**config.mk**
```make
export PLATFORM = sky130hd
export DESIGN_NAME = sd_spi_initiator_flat
export DESIGN_NICKNAME = d
export VERILOG_FILES = /design/src/rtl/sd_spi_initiator_pkg.sv /design/src/rtl/sd_spi_initiator_if.sv /design/src/rtl/sd_spi_initiator_clk_div.sv /design/src/rtl/sd_spi_initiator.sv /design/src/flat_wrapper.sv
export SDC_FILE = /design/constraint.sdc
export NUM_CORES = 1
export LEC_CHECK = 0
export CAP_MARGIN = 10
export CORE_MARGIN = 3
export CORE_UTILIZATION = 50
export DETAILED_ROUTE_END_ITERATION = 6
export PLACE_DENSITY = 0.73
export SYNTH_ARGS = -nofsm -noshare
export SYNTH_HDL_FRONTEND = slang
export SYNTH_SLANG_ARGS = --single-unit
```
**constraint.sdc**
```tcl
create_clock -name clk -period 4.05 [get_ports clk]
set_input_delay 0.6075 -clock clk [delete_from_list [all_inputs] [get_ports clk]]
set_output_delay 0.6075 -clock clk [all_outputs]
set_load 0.01 [all_outputs]
```
**src/rtl/sd_spi_initiator_pkg.sv**
```systemverilog
// Shared constants for the SD-card SPI initiator: FSM encodings, idle byte,
// default dividers and a small sizing helper.
package sd_spi_pkg;
    localparam logic [1:0] ST_IDLE = 2'd0;
    localparam logic [1:0] ST_LOW  = 2'd1;
    localparam logic [1:0] ST_HIGH = 2'd2;
    localparam logic [1:0] ST_DONE = 2'd3;

    localparam logic [7:0] SD_IDLE_BYTE = 8'hFF;

    localparam int DEF_SLOW_DIV = 63;
    localparam int DEF_FAST_DIV = 2;
    localparam int DEF_LED_HOLD = 2**20;

    function automatic int max_div(input int a, input int b);
        return (a > b) ? a : b;
    endfunction
endpackage

```
**src/rtl/sd_spi_initiator_if.sv**
```systemverilog
// CPU-side byte handshake between the SD controller (master) and the SPI
// initiator (slave).
interface sd_spi_initiator_if;
    logic [7:0] tx_data;
    logic       tx_valid;
    logic       tx_ready;
    logic       slow;
    logic       cs_assert;
    logic [7:0] rx_data;
    logic       rx_valid;
    logic       busy;

    modport master (output tx_data, tx_valid, slow, cs_assert,
                    input  tx_ready, rx_data, rx_valid, busy);
    modport slave  (input  tx_data, tx_valid, slow, cs_assert,
                    output tx_ready, rx_data, rx_valid, busy);
endinterface

```
**src/rtl/sd_spi_initiator_clk_div.sv**
```systemverilog
// SCLK half-period counter: reloads DIV-1 on i_load, counts down, and
// flags the last cycle of the phase on o_tc.
module spi_clk_div #(
    parameter int W = 6
) (
    input  logic         clk,
    input  logic         n_reset,
    input  logic         i_load,
    input  logic [W-1:0] i_div,
    output logic         o_tc
);
    localparam logic [W-1:0] ONE = W'(1);

    logic [W-1:0] r_cnt;

    always_ff @(posedge clk or negedge n_reset) begin
        if (!n_reset)            r_cnt <= '0;
        else if (i_load)         r_cnt <= i_div - ONE;
        else if (r_cnt != '0)    r_cnt <= r_cnt - ONE;
    end

    assign o_tc = (r_cnt == '0);
endmodule

```
**src/rtl/sd_spi_initiator.sv**
```systemverilog
// Byte-level SPI mode-0 initiator for the SD slot: MSB-first shift out,
// MISO sampled at the end of each SCLK high phase, CS and activity LED.
module sd_spi_initiator
    import sd_spi_pkg::*;
#(
    parameter int SLOW_DIV = DEF_SLOW_DIV,
    parameter int FAST_DIV = DEF_FAST_DIV,
    parameter int LED_HOLD = DEF_LED_HOLD
) (
    input  logic               clk,
    input  logic               n_reset,
    sd_spi_initiator_if.slave  host,
    output logic               sdCS,
    output logic               sdSCLK,
    output logic               sdMOSI,
    input  logic               sdMISO,
    output logic               driveLED
);
    localparam int DW = $clog2(max_div(SLOW_DIV, FAST_DIV) + 1);
    localparam int HW = $clog2(LED_HOLD + 1);
    localparam logic [DW-1:0] SLOW_L   = DW'(SLOW_DIV);
    localparam logic [DW-1:0] FAST_L   = DW'(FAST_DIV);
    localparam logic [HW-1:0] HOLD_L   = HW'(LED_HOLD);
    localparam logic [HW-1:0] HOLD_ONE = HW'(1);

    logic [1:0]    r_state;
    logic [DW-1:0] r_div;
    logic [2:0]    r_bit;
    logic [7:0]    r_tx, r_rx, r_rx_data;
    logic          r_cs, r_sclk, r_mosi;
    logic [HW-1:0] r_hold;

    logic          w_ready, w_accept, w_tc, w_load, w_shifting;
    logic [DW-1:0] w_div_sel, w_div_ld;

    assign w_ready    = (r_state == ST_IDLE) || (r_state == ST_DONE);
    assign w_accept   = w_ready & host.tx_valid;
    assign w_shifting = (r_state == ST_LOW) || (r_state == ST_HIGH);
    assign w_div_sel  = host.slow ? SLOW_L : FAST_L;
    assign w_div_ld   = w_accept ? w_div_sel : r_div;
    assign w_load     = w_accept | (w_shifting & w_tc);

    spi_clk_div #(.W(DW)) u_div (
        .clk     (clk),
        .n_reset (n_reset),
        .i_load  (w_load),
        .i_div   (w_div_ld),
        .o_tc    (w_tc)
    );

    always_ff @(posedge clk or negedge n_reset) begin
        if (!n_reset) begin
            r_state   <= ST_IDLE;
            r_div     <= FAST_L;
            r_bit     <= '0;
            r_tx      <= SD_IDLE_BYTE;
            r_rx      <= SD_IDLE_BYTE;
            r_rx_data <= SD_IDLE_BYTE;
            r_sclk    <= 1'b0;
            r_mosi    <= 1'b1;
        end else begin
            case (r_state)
                ST_LOW: if (w_tc) begin
                    r_state <= ST_HIGH;
                    r_sclk  <= 1'b1;
                end
                ST_HIGH: if (w_tc) begin
                    r_rx   <= {r_rx[6:0], sdMISO};
                    r_sclk <= 1'b0;
                    if (r_bit == '0) begin
                        r_state   <= ST_DONE;
                        r_rx_data <= {r_rx[6:0], sdMISO};
                        r_mosi    <= 1'b1;
                    end else begin
                        r_state <= ST_LOW;
                        r_bit   <= r_bit - 3'd1;
                        r_mosi  <= r_tx[7];
                        r_tx    <= {r_tx[6:0], 1'b1};
                    end
                end
                default: r_state <= ST_IDLE;
            endcase
            // Accept in DONE overrides the return to IDLE: back-to-back bytes.
            if (w_accept) begin
                r_state <= ST_LOW;
                r_div   <= w_div_sel;
                r_bit   <= 3'd7;
                r_mosi  <= host.tx_data[7];
                r_tx    <= {host.tx_data[6:0], 1'b1};
            end
        end
    end

    // CS is only allowed to move between bytes, never inside a burst.
    always_ff @(posedge clk or negedge n_reset) begin
        if (!n_reset)
            r_cs <= 1'b1;
        else if ((r_state == ST_IDLE) || ((r_state == ST_DONE) && !w_accept))
            r_cs <= ~host.cs_assert;
    end

    always_ff @(posedge clk or negedge n_reset) begin
        if (!n_reset)               r_hold <= '0;
        else if (r_state == ST_DONE) r_hold <= HOLD_L;
        else if (r_hold != '0)      r_hold <= r_hold - HOLD_ONE;
    end

    assign host.tx_ready = w_ready;
    assign host.busy     = (r_state != ST_IDLE);
    assign host.rx_valid = (r_state == ST_DONE);
    assign host.rx_data  = r_rx_data;
    assign sdCS          = r_cs;
    assign sdSCLK        = r_sclk;
    assign sdMOSI        = r_mosi;
    assign driveLED      = host.busy | (r_hold != '0);
endmodule

```
**src/flat_wrapper.sv**
```systemverilog
// flat-port wrapper written by rule: the top's interface ports become plain ports
module sd_spi_initiator_flat import sd_spi_pkg::*;
#(
    parameter int SLOW_DIV = DEF_SLOW_DIV,
    parameter int FAST_DIV = DEF_FAST_DIV,
    parameter int LED_HOLD = DEF_LED_HOLD
)
  (clk, n_reset, sdCS, sdSCLK, sdMOSI, sdMISO, driveLED, host_tx_data, host_tx_valid, host_slow, host_cs_assert, host_tx_ready, host_rx_data, host_rx_valid, host_busy);
  sd_spi_initiator_if host_i ();
  input  logic clk;
  input  logic n_reset;
  output logic sdCS;
  output logic sdSCLK;
  output logic sdMOSI;
  input  logic sdMISO;
  output logic driveLED;
  input wire logic [$bits(host_i.tx_data)-1:0] host_tx_data;
  input wire logic [$bits(host_i.tx_valid)-1:0] host_tx_valid;
  input wire logic [$bits(host_i.slow)-1:0] host_slow;
  input wire logic [$bits(host_i.cs_assert)-1:0] host_cs_assert;
  output wire logic [$bits(host_i.tx_ready)-1:0] host_tx_ready;
  output wire logic [$bits(host_i.rx_data)-1:0] host_rx_data;
  output wire logic [$bits(host_i.rx_valid)-1:0] host_rx_valid;
  output wire logic [$bits(host_i.busy)-1:0] host_busy;
  assign host_i.tx_data = host_tx_data;
  assign host_i.tx_valid = host_tx_valid;
  assign host_i.slow = host_slow;
  assign host_i.cs_assert = host_cs_assert;
  assign host_tx_ready = host_i.tx_ready;
  assign host_rx_data = host_i.rx_data;
  assign host_rx_valid = host_i.rx_valid;
  assign host_busy = host_i.busy;
  sd_spi_initiator #(.SLOW_DIV(SLOW_DIV), .FAST_DIV(FAST_DIV), .LED_HOLD(LED_HOLD)) u_core (.clk(clk), .n_reset(n_reset), .host(host_i), .sdCS(sdCS), .sdSCLK(sdSCLK), .sdMOSI(sdMOSI), .sdMISO(sdMISO), .driveLED(driveLED));
endmodule
```
==> run_summary.xml, run 1 <==
<?xml version="1.0" encoding="UTF-8"?>
<metrics>
  <group name="timing">
    <metric name="timing.max_slew.rel_slack" unit="%">41.0</metric>
    <metric name="setup_violations" unit="">0</metric>
    <metric name="worst_slew_pin_tran" unit="ns">0.885</metric>
    <metric name="fin_skew" unit="ns">0.0120</metric>
    <metric name="hold_violations" unit="">0</metric>
    <metric name="setup_tns" unit="ns">0</metric>
    <metric name="fmaxAchievable" unit="MHz">302</metric>
    <metric name="share_of_the_cycle_needed_by_the_critical_path_after_routing" unit="%">81.8</metric>
    <metric name="grt_setup_unrepaired" unit="">false</metric>
    <metric name="fin_crit" unit="ns">3.31</metric>
    <metric name="timing_max_transition_violations_final" unit="">0</metric>
  </group>
  <group name="global_routing">
    <metric name="grt_max_degree" unit="">41</metric>
    <metric name="first_pass_grt_wire_length" unit="mm">10.3</metric>
    <metric name="vias_in_the_first_global_route" unit="">2310</metric>
    <metric name="antenna_found_initial" unit="">0</metric>
    <metric name="total_routing_usage_reported_by_global_routing" unit="%">18.1</metric>
    <metric name="globalRouteOverflowTotal" unit="">0</metric>
  </group>
  <group name="worst_setup_path">
    <metric name="cp_data_arrival_time" unit="ns">2.71</metric>
    <metric name="critical_path.top_delay_family" unit="">simple AND/OR/NAND/NOR gates</metric>
    <metric name="r2r-start" unit="">u_core.r_state[0]$_DFFE_PN0P_</metric>
    <metric name="worstPathCellList" unit="">or4_4 &gt; or4_4 &gt; nor2_1 &gt; nand2_1 &gt; clkdlybuf4s50_1</metric>
    <metric name="cp_num_buf_inv" unit="">1</metric>
    <metric name="reg2regPathDepth" unit="">10</metric>
    <metric name="timing.critical_path.from_type" unit="">flip-flop</metric>
    <metric name="critPathSlowestCell" unit="">sky130_fd_sc_hd__or4_4</metric>
    <metric name="endpoint_kind" unit="">primary output</metric>
    <metric name="worst-setup-path-type" unit="">flip-flop to primary output</metric>
    <metric name="worst_ep_required_time" unit="ns">3.44</metric>
    <metric name="worst_r2r_endpoint" unit="">u_core.u_div.r_cnt[4]$_DFFE_PN0P_</metric>
    <metric name="r2r_slack" unit="ns">1.46</metric>
    <metric name="crit_path_max_fanout" unit="">11</metric>
    <metric name="cpPeakStageDelay" unit="ns">0.60</metric>
    <metric name="crit_path_frequent_cell" unit="">sky130_fd_sc_hd__or4_4</metric>
  </group>
  <group name="cells_and_area">
    <metric name="fin_cells" unit="">438</metric>
    <metric name="fraction_of_layout_cells_with_a_size_suffix_above_1" unit="%">17.9</metric>
    <metric name="mostFrequentLayoutCell" unit="">sky130_fd_sc_hd__nand2_1</metric>
    <metric name="area.growth.synth_to_final" unit="%">16.7</metric>
    <metric name="fin_nets" unit="">381</metric>
    <metric name="layout_common_cells" unit="">50 x sky130_fd_sc_hd__nand2_1, 41 x sky130_fd_sc_hd__nor2_1, 38 x sky130_fd_sc_hd__dfrtp_1, 27 x sky130_fd_sc_hd__clkdlybuf4s50_1, 25 x sky130_fd_sc_hd__dfstp_2</metric>
    <metric name="num_antenna_cells" unit="">0</metric>
    <metric name="final_core_util" unit="%">61.1</metric>
  </group>
  <group name="synthesis">
    <metric name="synth_sequential_area_ratio" unit="%">51.0</metric>
    <metric name="mappedNetlistNets" unit="">348</metric>
    <metric name="post_synth_num_cell_types" unit="">46</metric>
    <metric name="synthTopCellsByArea" unit="">sky130_fd_sc_hd__dfrtp_1 30%, sky130_fd_sc_hd__dfstp_2 21%, sky130_fd_sc_hd__nand2_1 5.9%</metric>
    <metric name="total_of_warnings_raised_by_yosys" unit="">0</metric>
    <metric name="syn_area" unit="sq um">3160</metric>
    <metric name="avgSynthCellArea" unit="sq um">9.71</metric>
    <metric name="yosys_most_used_dff" unit="">sky130_fd_sc_hd__dfrtp_1</metric>
    <metric name="area_share_of_the_largest_cell_type_after_synthesis" unit="%">30.1</metric>
    <metric name="synth_enable_flop_cells" unit="">0</metric>
    <metric name="async_s_r_ff_share_synth" unit="%">100</metric>
    <metric name="yosys_register_bits" unit="">63</metric>
    <metric name="syn_inst" unit="">325</metric>
    <metric name="synth_top_cell_by_area" unit="">sky130_fd_sc_hd__dfrtp_1</metric>
  </group>
  <group name="floorplanning">
    <metric name="die_area" unit="sq um">7300</metric>
    <metric name="chipWidth" unit="um">85.4</metric>
    <metric name="fp-row-count" unit="">28</metric>
    <metric name="start_util" unit="%">52.4</metric>
    <metric name="top_level_ports" unit="">29</metric>
    <metric name="die_span_y" unit="um">85.4</metric>
    <metric name="fp.coreArea" unit="sq um">6030</metric>
  </group>
  <group name="clock_network">
    <metric name="clock_insertion_delay_at_the_later_pin_of_the_skew_report" unit="ns">0.33</metric>
    <metric name="clockRootBuffer" unit="">sky130_fd_sc_hd__clkbuf_8</metric>
    <metric name="tritoncts" unit="">built</metric>
    <metric name="cts.htree.levels" unit="">3</metric>
    <metric name="clock_sinks" unit="">63</metric>
    <metric name="post_cts_resize_count" unit="">0</metric>
    <metric name="clkSlewWorstSetupHoldPaths" unit="ns">0.07</metric>
    <metric name="cts_hold_repair.buffers" unit="">0</metric>
    <metric name="maximum_clock_path_buffer_count" unit="">2</metric>
    <metric name="cts_buffers" unit="">9</metric>
    <metric name="cts_post_setup_buffers_inserted" unit="">0</metric>
  </group>
  <group name="placed_design">
    <metric name="place_hpwl" unit="mm">4.24</metric>
    <metric name="routabilityCongestion" unit="">0.758</metric>
    <metric name="buffer_ports.inserted" unit="">28</metric>
    <metric name="numPlacedInstances" unit="">422</metric>
  </group>
  <group name="detailed_routing">
    <metric name="via_count" unit="">2383</metric>
    <metric name="wirelength" unit="mm">6.19</metric>
    <metric name="postRouteAntennaNets" unit="">0</metric>
    <metric name="initial_drc_count" unit="">141</metric>
    <metric name="drt_drc_violations_left" unit="">0</metric>
    <metric name="vias_per_cell" unit="">5.44</metric>
    <metric name="wire_per_inst" unit="um">14.1</metric>
    <metric name="drtPass1Iterations" unit="">4</metric>
  </group>
  <group name="power_and_ir_drop">
    <metric name="cellLeakagePower" unit="uW">0.00147</metric>
    <metric name="power_per_cell_area" unit="nW/um^2">584</metric>
    <metric name="power.ir.vdd_worst" unit="uV">353</metric>
  </group>
  <group name="min_path">
    <metric name="timing.hold.worst.class" unit="">primary input to asynchronous set/reset pin</metric>
  </group>
  <group name="run">
    <metric name="max_cap_violation_count" unit="">0</metric>
  </group>
  <group name="run_status">
    <metric name="status" unit="">complete, no violations</metric>
  </group>
</metrics>
## flip-flops by register name, indices dropped and copies added, names as in the netlist, 2 cells and up
signal	cells
u_core.r_bit	3
u_core.host.rx_data	8
u_core.r_hold	21
u_core.r_rx	7
u_core.r_tx	7
u_core.r_div	6
u_core.u_div.r_cnt	6
u_core.r_state	2
## area by class of cell
type	count	area, sq um
well taps	75	93.8
multi-input cells	241	1460
clock buffers	15	166
fillers	517	2340
inverters	11	41.3
repair buffers	32	305
flip-flops and latches	63	1610
clock inverters	1	5.00
## per-layer routing
layer | track usage [%] | up-vias | wire length (um)
li1 | - | 1186 | -
met1 | 22.3 | 1138 | 2860
met2 | 29.9 | 51 | 3010
met3 | 5.83 | 8 | 224
met4 | 6.04 | 0 | 87
met5 | 0 | - | 0
## report_power, final
part	leakage [uW]	switching, uW	internal, uW
sequential	0.000679	171	855
combinational	0.000702	347	297
clock	0.0000877	223	256
total	0.00147	742	1410
## kinds of logic (layout without fill, tap and decap cells)
| family | count (synthesis) | in the layout | synth area share [%] |
|---|---|---|---|
| fa+ha+maj | 9 | 9 | 3.57 |
| mux | 10 | 10 | 3.53 |
| compound gates | 54 | 54 | 10.4 |
| simple gates | 150 | 150 | 23.8 |
| flops | 63 | 63 | 51.0 |
| buf+inv | 21 | 59 | 2.74 |
| xor+xnor | 18 | 18 | 5.00 |
## metrics by stage
stage,worst slack (ns),cell area [sq um],hold slack [ns],power [uW]
floorplan,1.68,3160,0.312,1460
global placement,1.11,3510,0.447,1650
detailed placement,1.09,3510,0.450,1680
CTS,0.710,3680,0.413,2160
global route,0.610,3680,0.440,2290
finish,0.737,3680,0.394,2150
## worst register-to-register path: stages (launching register included)
cell	delay, ns
sky130_fd_sc_hd__dfrtp_1	0.40
sky130_fd_sc_hd__inv_1	0.08
sky130_fd_sc_hd__ha_1	0.42
sky130_fd_sc_hd__nand2b_1	0.19
sky130_fd_sc_hd__nor3_1	0.50
sky130_fd_sc_hd__a221oi_1	0.19
sky130_fd_sc_hd__ha_1	0.26
sky130_fd_sc_hd__o211ai_1	0.09
sky130_fd_sc_hd__a21oi_1	0.09
sky130_fd_sc_hd__xnor2_1	0.19
sky130_fd_sc_hd__nor2_1	0.05
## worst max path at each step
stage / startpoint / to / slack (ns) / cells past startpoint
floorplan: u_core.r_hold[15]$_DFFE_PN0P_ / driveLED / 1.68 / 4
global placement: u_core.r_hold[15]$_DFFE_PN0P_ / driveLED / 1.11 / 5
detailed placement: u_core.r_hold[15]$_DFFE_PN0P_ / driveLED / 1.09 / 5
CTS: u_core.r_hold[15]$_DFFE_PN0P_ / driveLED / 0.71 / 5
global route: u_core.r_hold[15]$_DFFE_PN0P_ / driveLED / 0.61 / 5
finish: u_core.r_hold[15]$_DFFE_PN0P_ / driveLED / 0.74 / 5
## Yosys cell counts, types with 2 or more instances
master	count
sky130_fd_sc_hd__o21ai_0	13
sky130_fd_sc_hd__a221oi_1	2
sky130_fd_sc_hd__dfrtp_1	38
sky130_fd_sc_hd__nand3_1	5
sky130_fd_sc_hd__or4_1	5
sky130_fd_sc_hd__dfstp_2	25
sky130_fd_sc_hd__or2_2	4
sky130_fd_sc_hd__nor2b_1	3
sky130_fd_sc_hd__xor2_1	14
sky130_fd_sc_hd__a31oi_1	3
sky130_fd_sc_hd__a211oi_1	2
sky130_fd_sc_hd__inv_1	11
sky130_fd_sc_hd__o31ai_1	4
sky130_fd_sc_hd__nor4_1	5
sky130_fd_sc_hd__nor2_1	41
sky130_fd_sc_hd__a21oi_1	19
sky130_fd_sc_hd__xnor2_1	4
sky130_fd_sc_hd__nand3b_1	3
sky130_fd_sc_hd__clkbuf_1	9
sky130_fd_sc_hd__nand2_1	50
sky130_fd_sc_hd__nor3_2	3
sky130_fd_sc_hd__or3_1	2
sky130_fd_sc_hd__mux2_2	9
sky130_fd_sc_hd__nor3_1	9
sky130_fd_sc_hd__or4_4	2
sky130_fd_sc_hd__o211ai_1	4
sky130_fd_sc_hd__nand2b_1	7
sky130_fd_sc_hd__ha_1	9
sky130_fd_sc_hd__nand4_1	3
No activity file was read; power rests on OpenSTA's default activity.
==> run 2: changes to the inputs <==
--- a/config.mk
+++ b/config.mk
@@ -9,7 +9,7 @@
 export CORE_MARGIN = 3
 export CORE_UTILIZATION = 50
 export DETAILED_ROUTE_END_ITERATION = 6
-export PLACE_DENSITY = 0.73
+export PLACE_DENSITY = 0.76
 export SYNTH_ARGS = -nofsm -noshare
 export SYNTH_HDL_FRONTEND = slang
 export SYNTH_SLANG_ARGS = --single-unit
==> constraint.sdc (replaced) <==
create_clock -name clk -period 2.9 [get_ports clk]
set_input_delay 0.435 -clock clk [delete_from_list [all_inputs] [get_ports clk]]
set_output_delay 0.435 -clock clk [all_outputs]
set_load 0.01 [all_outputs]
==> run_summary.xml, run 2 (synthesized netlist as in run 1, its figures left out) <==
<?xml version="1.0" encoding="UTF-8"?>
<metrics>
  <group name="run_status">
    <metric name="status" unit="">complete, no violations</metric>
  </group>
  <group name="placed_design">
    <metric name="routabilityCongestion" unit="">0.823</metric>
    <metric name="place_hpwl" unit="mm">4.25</metric>
    <metric name="buffer_ports.inserted" unit="">28</metric>
    <metric name="dpl_worst_slack" unit="ns">0.228</metric>
  </group>
  <group name="power_and_ir_drop">
    <metric name="power_per_cell_area" unit="nW/um^2">825</metric>
    <metric name="cellLeakagePower" unit="uW">0.00150</metric>
    <metric name="power.ir.vdd_worst" unit="uV">452</metric>
  </group>
  <group name="worst_setup_path">
    <metric name="timing.critical_path.from_type" unit="">flip-flop</metric>
    <metric name="endpoint_kind" unit="">primary output</metric>
    <metric name="worst_ep_required_time" unit="ns">2.47</metric>
    <metric name="worst-setup-path-type" unit="">flip-flop to primary output</metric>
    <metric name="crit_path_max_fanout" unit="">4</metric>
    <metric name="cp_data_arrival_time" unit="ns">2.36</metric>
  </group>
  <group name="timing">
    <metric name="timing_max_transition_violations_final" unit="">0</metric>
    <metric name="timing.max_slew.rel_slack" unit="%">49.2</metric>
    <metric name="hold_ws" unit="ns">0.257</metric>
    <metric name="share_of_the_cycle_needed_by_the_critical_path_after_routing" unit="%">96.5</metric>
    <metric name="fin_crit" unit="ns">2.80</metric>
    <metric name="grt_setup_unrepaired" unit="">false</metric>
    <metric name="fin_skew" unit="ns">0.00649</metric>
    <metric name="hold_violations" unit="">0</metric>
    <metric name="fin_ws" unit="ns">0.100</metric>
    <metric name="setup_tns" unit="ns">0</metric>
    <metric name="setup_violations" unit="">0</metric>
    <metric name="fmaxAchievable" unit="MHz">357</metric>
    <metric name="worst_slew_pin_tran" unit="ns">0.762</metric>
  </group>
  <group name="clock_network">
    <metric name="tritoncts" unit="">built</metric>
    <metric name="clock_insertion_delay_at_the_later_pin_of_the_skew_report" unit="ns">0.34</metric>
    <metric name="post_cts_resize_count" unit="">2</metric>
    <metric name="clockRootBuffer" unit="">sky130_fd_sc_hd__clkbuf_8</metric>
    <metric name="cts_buffers" unit="">9</metric>
    <metric name="cts_hold_repair.buffers" unit="">0</metric>
    <metric name="cts.htree.levels" unit="">3</metric>
    <metric name="maximum_clock_path_buffer_count" unit="">2</metric>
    <metric name="clkSlewWorstSetupHoldPaths" unit="ns">0.07</metric>
    <metric name="clock_sinks" unit="">63</metric>
    <metric name="cts_post_setup_buffers_inserted" unit="">0</metric>
  </group>
  <group name="floorplanning">
    <metric name="die_span_y" unit="um">85.4</metric>
    <metric name="die_area" unit="sq um">7300</metric>
    <metric name="start_util" unit="%">52.4</metric>
    <metric name="top_level_ports" unit="">29</metric>
    <metric name="chipWidth" unit="um">85.4</metric>
    <metric name="fp.coreArea" unit="sq um">6030</metric>
    <metric name="fp-row-count" unit="">28</metric>
  </group>
  <group name="cells_and_area">
    <metric name="max_flop_register" unit="">u_core.r_hold</metric>
    <metric name="largest_register_ffs" unit="">21</metric>
    <metric name="final_core_util" unit="%">62.0</metric>
    <metric name="layout_common_cells" unit="">50 x sky130_fd_sc_hd__nand2_1, 40 x sky130_fd_sc_hd__nor2_1, 38 x sky130_fd_sc_hd__dfrtp_1, 26 x sky130_fd_sc_hd__clkdlybuf4s50_1, 25 x sky130_fd_sc_hd__dfstp_2</metric>
    <metric name="fin_nets" unit="">385</metric>
    <metric name="area.growth.synth_to_final" unit="%">18.4</metric>
    <metric name="fraction_of_layout_cells_with_a_size_suffix_above_1" unit="%">19.9</metric>
    <metric name="num_antenna_cells" unit="">0</metric>
    <metric name="mostFrequentLayoutCell" unit="">sky130_fd_sc_hd__nand2_1</metric>
  </group>
  <group name="global_routing">
    <metric name="grt_max_degree" unit="">64</metric>
    <metric name="globalRouteOverflowTotal" unit="">0</metric>
    <metric name="antenna_found_initial" unit="">0</metric>
    <metric name="vias_in_the_first_global_route" unit="">2432</metric>
    <metric name="total_routing_usage_reported_by_global_routing" unit="%">18.9</metric>
    <metric name="first_pass_grt_wire_length" unit="mm">11.0</metric>
  </group>
  <group name="detailed_routing">
    <metric name="vias_per_cell" unit="">5.53</metric>
    <metric name="drtPass1Iterations" unit="">4</metric>
    <metric name="drt_drc_violations_left" unit="">0</metric>
    <metric name="postRouteAntennaNets" unit="">0</metric>
    <metric name="wirelength" unit="mm">6.16</metric>
    <metric name="wire_per_inst" unit="um">13.9</metric>
    <metric name="initial_drc_count" unit="">165</metric>
    <metric name="via_count" unit="">2445</metric>
  </group>
  <group name="run">
    <metric name="max_cap_violation_count" unit="">0</metric>
  </group>
  <group name="min_path">
    <metric name="timing.hold.worst.class" unit="">primary input to asynchronous set/reset pin</metric>
  </group>
</metrics>
==> run 2: cell count changes in the layout (fill, tap and decap cells not counted), sizes merged <==
cell / delta
buf: +4
clkinv: +2
clkbuf: -2
clkdlybuf4s50: -1
dlygate4sd2: +1
==> run 2: final cells by class <==
cell class	instances	area [sq um]
Clock buffer	13	180
Clock inverter	3	15.0
Fill cell	491	2290
Inverter	11	41.3
Multi-Input combinational cell	241	1460
Sequential cell	63	1610
Tap cell	75	93.8
Timing Repair Buffer	36	334
==> run 2: path summary, 6_finish.rpt <==
path / start / to / slack, ns / cells after the start
max in group asynchronous: n_reset / u_core.r_bit[0]$_DFFE_PN0P_ / 2.15 / 2
worst max register to register: u_core.r_state[0]$_DFFE_PN0P_ / u_core.u_div.r_cnt[4]$_DFFE_PN0P_ / 0.38 / 10
worst min register to register: u_core.r_rx[3]$_DFFE_PN1P_ / u_core.r_rx[4]$_DFFE_PN1P_ / 0.46 / 2
worst min-delay path: n_reset / u_core.r_hold[2]$_DFFE_PN0P_ / 0.26 / 2
min in group clk: u_core.r_rx[3]$_DFFE_PN1P_ / u_core.r_rx[4]$_DFFE_PN1P_ / 0.46 / 2
worst max-delay path: u_core.r_hold[15]$_DFFE_PN0P_ / driveLED / 0.10 / 5
==> run 2: metal layers <==
| layer | vias up | track usage [%] | share of wire, % |
|---|---|---|---|
| met5 | - | 0 | 0 |
| met4 | 0 | 8.63 | 2.0 |
| met3 | 12 | 3.88 | 3.4 |
| met2 | 49 | 30.5 | 48 |
| met1 | 1184 | 24.6 | 46 |
| li1 | 1200 | - | - |
==> run 2: metrics by stage <==
step	std cells	power (uW)	area (sq um)
final	442	3080	3740
after global placement	426	2300	3540
after global routing	442	3320	3740
after detailed placement	426	2350	3540
after floorplan	325	2040	3160
after CTS	442	3110	3740
==> run 2: critical path, stage by stage (launching register included) <==
cell                            delay [ns]
sky130_fd_sc_hd__dfrtp_1              0.42
sky130_fd_sc_hd__or4_4                0.57
sky130_fd_sc_hd__or4_4                0.54
sky130_fd_sc_hd__nor2_2               0.15
sky130_fd_sc_hd__nand2_1              0.07
sky130_fd_sc_hd__dlygate4sd2_1        0.28
==> run 2: where the power goes <==
group | internal (uW) | switching (uW)
Combinational | 420 | 486
Sequential | 1190 | 241
Clock | 405 | 334
Total | 2020 | 1060
